**config.mk**
```make
export PLATFORM = sky130hd
export DESIGN_NAME = rr_onehot_arbiter
export DESIGN_NICKNAME = d
export VERILOG_FILES = /design/src/rtl/rr_onehot_arbiter.sv
export SDC_FILE = /design/constraint.sdc
export NUM_CORES = 1
export LEC_CHECK = 0
export CORE_MARGIN = 2
export CORE_UTILIZATION = 45
export CTS_CLUSTER_SIZE = 25
export DETAILED_ROUTE_END_ITERATION = 8
export GPL_TIMING_DRIVEN = 1
export PLACE_DENSITY = 0.7
export RECOVER_POWER = 50
export SETUP_SLACK_MARGIN = 0.5
export SKIP_CTS_REPAIR_TIMING = 1
export SLEW_MARGIN = 25
export SYNTH_ARGS = -nofsm -noshare
export SYNTH_HDL_FRONTEND = slang
export SYNTH_SLANG_ARGS = --single-unit
```
**constraint.sdc**
```tcl
create_clock -name i_clk -period 4.8 [get_ports i_clk]
set_input_delay 0.48 -clock i_clk [delete_from_list [all_inputs] [get_ports i_clk]]
set_output_delay 0.48 -clock i_clk [all_outputs]
set_load 0.03 [all_outputs]
```
**src/rtl/rr_onehot_arbiter.sv**
```systemverilog
// Round-robin arbiter for up to N requesters with a one-hot registered grant.
// A winner is picked by binary index from a rotating priority pointer, then
// decoded to a one-hot grant. The grant is held until the owner signals done,
// drops its request, or the optional hold timeout expires. One idle cycle
// always separates consecutive grants.
module rr_onehot_arbiter #(
  parameter int unsigned N        = 16,
  parameter int unsigned IDX_W    = 4,
  parameter int unsigned MAX_HOLD = 255,
  parameter int unsigned CNT_W    = 8
) (
  input  logic             i_clk,
  input  logic             i_rst_n,
  input  logic [N-1:0]     i_req,
  input  logic             i_done,
  output logic [N-1:0]     o_grant,
  output logic [IDX_W-1:0] o_grant_idx,
  output logic             o_grant_valid,
  output logic             o_timeout
);

  typedef enum logic [0:0] {StIdle, StGrant} state_e;

  // Last counter value a grant may reach; MAX_HOLD == 0 disables expiry.
  localparam logic [CNT_W-1:0] HoldLast = CNT_W'(MAX_HOLD - 1);
  localparam logic [CNT_W-1:0] CntMax   = {CNT_W{1'b1}};
  localparam logic [N-1:0]     OneHot0  = N'(1);

  state_e           r_state_q, w_state_d;
  logic [N-1:0]     r_grant_q, w_grant_d;
  logic [IDX_W-1:0] r_idx_q, w_idx_d;
  logic             r_valid_q, w_valid_d;
  logic             r_timeout_q, w_timeout_d;
  logic [IDX_W-1:0] r_ptr_q, w_ptr_d;
  logic [CNT_W-1:0] r_cnt_q, w_cnt_d;

  logic             w_found;
  logic [IDX_W-1:0] w_winner;
  logic [N-1:0]     w_onehot;
  logic             w_owner_req;
  logic             w_expire;
  logic             w_release;

  // Rotating priority scan: first set request at or after the pointer, wrapping.
  always_comb begin
    logic [IDX_W-1:0] cand;
    cand     = '0;
    w_found  = 1'b0;
    w_winner = '0;
    for (int unsigned i = 0; i < N; i++) begin
      cand = r_ptr_q + IDX_W'(i);
      if (!w_found && i_req[cand]) begin
        w_found  = 1'b1;
        w_winner = cand;
      end
    end
  end

  // Index-to-one-hot decode of the winner.
  always_comb begin
    w_onehot = OneHot0 << w_winner;
  end

  // Release conditions for the current owner.
  always_comb begin
    w_owner_req = i_req[r_idx_q];
    w_expire    = (MAX_HOLD != 0) && (r_cnt_q == HoldLast);
    w_release   = i_done || !w_owner_req || w_expire;
  end

  // Next-state and registered-output logic.
  always_comb begin
    w_state_d   = r_state_q;
    w_grant_d   = r_grant_q;
    w_idx_d     = r_idx_q;
    w_valid_d   = r_valid_q;
    w_timeout_d = 1'b0;
    w_ptr_d     = r_ptr_q;
    w_cnt_d     = r_cnt_q;
    unique case (r_state_q)
      StIdle: begin
        w_grant_d = '0;
        w_valid_d = 1'b0;
        if (w_found) begin
          w_grant_d = w_onehot;
          w_idx_d   = w_winner;
          w_valid_d = 1'b1;
          w_cnt_d   = '0;
          w_state_d = StGrant;
        end
      end
      StGrant: begin
        if (w_release) begin
          w_grant_d   = '0;
          w_valid_d   = 1'b0;
          w_ptr_d     = r_idx_q + IDX_W'(1);
          // Timeout only when expiry is the sole reason for release.
          w_timeout_d = w_expire && !i_done && w_owner_req;
          w_state_d   = StIdle;
        end else if (r_cnt_q != CntMax) begin
          w_cnt_d = r_cnt_q + CNT_W'(1);
        end
      end
      default: begin
        w_state_d = StIdle;
        w_grant_d = '0;
        w_valid_d = 1'b0;
      end
    endcase
  end

  // State and output registers, cleared asynchronously.
  always_ff @(posedge i_clk or negedge i_rst_n) begin
    if (!i_rst_n) begin
      r_state_q   <= StIdle;
      r_grant_q   <= '0;
      r_idx_q     <= '0;
      r_valid_q   <= 1'b0;
      r_timeout_q <= 1'b0;
      r_ptr_q     <= '0;
      r_cnt_q     <= '0;
    end else begin
      r_state_q   <= w_state_d;
      r_grant_q   <= w_grant_d;
      r_idx_q     <= w_idx_d;
      r_valid_q   <= w_valid_d;
      r_timeout_q <= w_timeout_d;
      r_ptr_q     <= w_ptr_d;
      r_cnt_q     <= w_cnt_d;
    end
  end

  assign o_grant       = r_grant_q;
  assign o_grant_idx   = r_idx_q;
  assign o_grant_valid = r_valid_q;
  assign o_timeout     = r_timeout_q;

endmodule

```
==> results.sh <==
export IMPL_synth_edf_count=0
export IMPL_gp_congestion=0.958
export IMPL_final_layout_size_suffix_gt1_share_pct=20.6
export IMPL_root_buffer="clkbuf_8"
export IMPL_viasPerCell=6.77
export IMPL_fin_cells=573
export IMPL_min_period_ns=4.14
export IMPL_n_antenna_cell=0
export IMPL_synth_top_area_share_pct=20.9
export IMPL_status="finished, violations left"
export IMPL_grt_pass1_vias=3664
export IMPL_drt_pass1_iter_count=6
export IMPL_cts_htree_levels=2
export IMPL_worst_ep_arrival_time_ns=4.32
export IMPL_rsz0062_at_grt="no"
export IMPL_synth_nets=457
export IMPL_die_h_um=100
export IMPL_finalMaxSlewViolations=36
export IMPL_dp_cells=562
export IMPL_rrSetupSlack_ns=0.66
export IMPL_boundaryPins=41
export IMPL_worst_r2r_path_depth=12
export IMPL_dp_final_hpwl_um=8990
export IMPL_yosysWarnings=0
export IMPL_cts_buffer_depth=2
export IMPL_clk_pin_slew_ns=0.08
export IMPL_critPathKind="register to register"
export IMPL_clk_latency_ns=0.29
export IMPL_synth_area_top_cells="dfrtp_1, mux4_2, mux2i_1"
export IMPL_rows=35
export IMPL_async_flop_share_pct=100
export IMPL_r2r_end="o_grant[1]"
export IMPL_setup_viol=0
export IMPL_vias=3879
export IMPL_hold_class="register to register"
export IMPL_final_setup_tns_ns=0
export IMPL_holdPathEnd="o_grant_valid"
export IMPL_ys_types=69
export IMPL_synth_top_area_cell="dfrtp_1"
export IMPL_final_antenna_net_count=0
export IMPL_hold_viol=0
export IMPL_worst_slew_pin_transition_ns=1.84
export IMPL_route_detailed_drc=0
export IMPL_start_util_pct=45.8
export IMPL_setup_slack_ns=0.658
export IMPL_clock_sinks=35
export IMPL_cp_end_kind="register"
export IMPL_coreArea_um2=9150
export IMPL_start_kind="register"
export IMPL_relSlewSlack_pct=-22.9
export IMPL_cts_buffers=5
export IMPL_design_die_area_um2=10100
export IMPL_finalNetCount=490
export IMPL_synth_cells=428
export IMPL_ys_seq_area_share_pct=20.9
export IMPL_area_delta_synth_final_pct=15.7
export IMPL_finalCritPeriodShare_pct=86.3
export IMPL_dp_slack_ns=0.384
export IMPL_die_x_um=100
export IMPL_overflow=0
export IMPL_grt_pass1_wl_um=19700
export IMPL_violations="max-capacitance violations, max-slew violations"
export IMPL_wl_per_cell_um=21.1
export IMPL_timing_rr_start="r_ptr_q[0]"
export IMPL_wl_um=12100
export IMPL_hold_depth=1
export IMPL_track_usage_pct=24.6
export IMPL_ys_seq_elements=35
export IMPL_drtIter0Drc=471
export IMPL_ys_flop_type="dfrtp_1"
export IMPL_required_ns=4.97
export IMPL_avgSynthCellArea_um2=9.79
export IMPL_cts_tree="yes"
export IMPL_fmax_ghz=0.241
export IMPL_netlist_area_um2=4190
export IMPL_drv_cap=1
export IMPL_io_buffers=40
export IMPL_antenna_found_initial=0
export IMPL_skew_ns=0.00536
export IMPL_grt_max_degree=36
export IMPL_crit_fanout=10
export IMPL_hold_start="o_grant_valid"
synthesized netlist by cell type, types with 5 or more instances:
cell type	count
a21oi_1	18
and3_1	5
buf_2	7
buf_6	6
clkbuf_1	10
dfrtp_1	35
ha_1	10
inv_1	14
mux2_1	5
mux2_2	12
mux2i_1	29
mux4_2	36
nand2_1	44
nand3_1	14
nand4_1	8
nor2_1	28
nor3_1	7
o211ai_1	6
o21ai_0	14
o41ai_1	13
xnor2_1	6
xor2_1	7
critical path, cell delays in order (launching register included):
cell	delay, ns
dfrtp_1	0.39
inv_2	0.23
ha_4	0.30
buf_4	0.20
mux2i_1	0.13
mux4_2	0.56
mux2_2	0.36
and2_1	0.17
a211oi_1	0.27
o311ai_1	0.15
o31ai_1	0.43
o21ai_1	0.39
o41ai_1	0.45
registers in the layout, indices dropped and copies added (netlist names):
signal	cells
o_grant	16
r_cnt_q	8
o_grant_idx	4
r_ptr_q	4
o_grant_valid	1
o_timeout	1
r_state_q	1
stage by stage:
stage | util, % | instance area, um^2 | hold WS, ns
floorplan | - | 4190 | 0.184
global placement | 50.6 | 4630 | 0.460
detailed placement | 50.6 | 4630 | 0.464
CTS | 51.9 | 4750 | 0.483
global route | 53.0 | 4850 | 0.497
finish | 53.0 | 4850 | 0.473
worst max-delay path by stage:
stage / start / end / slack (ns) / cells after the start
after floorplan: r_ptr_q[1] / o_grant[11] / 0.55 / 18
after global placement: r_ptr_q[0] / o_grant[11] / 0.52 / 12
after detailed placement: r_ptr_q[0] / o_grant[1] / 0.38 / 12
after CTS: r_ptr_q[0] / o_grant[1] / 0.37 / 12
after global routing: r_ptr_q[0] / o_grant[14] / 0.46 / 11
final: r_ptr_q[0] / o_grant[1] / 0.66 / 12
metal layers:
| metal | track usage (%) | share of wire, % |
|---|---|---|
| met1 | 35.0 | 42 |
| met2 | 38.5 | 48 |
| met3 | 4.37 | 7.6 |
| met4 | 7.48 | 2.7 |
| met5 | 0 | 0 |
layout make-up:
type	count	area (um^2)
Inverter	18	67.6
Tap cell	111	139
Multi-Input combinational cell	348	3150
Clock inverter	3	43.8
Clock buffer	5	68.8
Timing Repair Buffer	53	507
Sequential cell	35	876
Fill cell	813	4310
logic make-up (layout without fill, tap and decap cells):
kind of cell	after synthesis	count (layout)	synth area share, %
compound gates	108	108	19.2
mux	84	84	31.9
xor+xnor	17	17	4.54
flops	35	35	20.9
fa+ha+maj	10	10	2.99
simple gates	129	129	14.7
buf+inv	45	79	5.67
cell usage in the layout (no fill, tap or decap), types with 5 or more instances in the layout:
cell type	netlist	final
clkdlybuf4s50_1	0	28
o21ai_0	14	14
xnor2_1	6	6
inv_1	14	14
clkbuf_8	0	5
o211ai_1	6	6
mux2_2	12	12
nand4_1	8	8
o41ai_1	13	11
xor2_1	7	7
dlygate4sd3_1	0	12
mux4_2	36	36
nor2_1	28	27
mux2i_1	29	27
a21oi_1	18	18
o41ai_2	4	6
buf_4	4	11
nor3_1	7	7
nand3_1	14	14
mux2_1	5	5
nand2_1	44	44
dfrtp_1	35	35
ha_1	10	8
and3_1	5	5
Power is not shown: default switching activity piles up to over one toggle a cycle in this logic, so the estimate is an artifact.
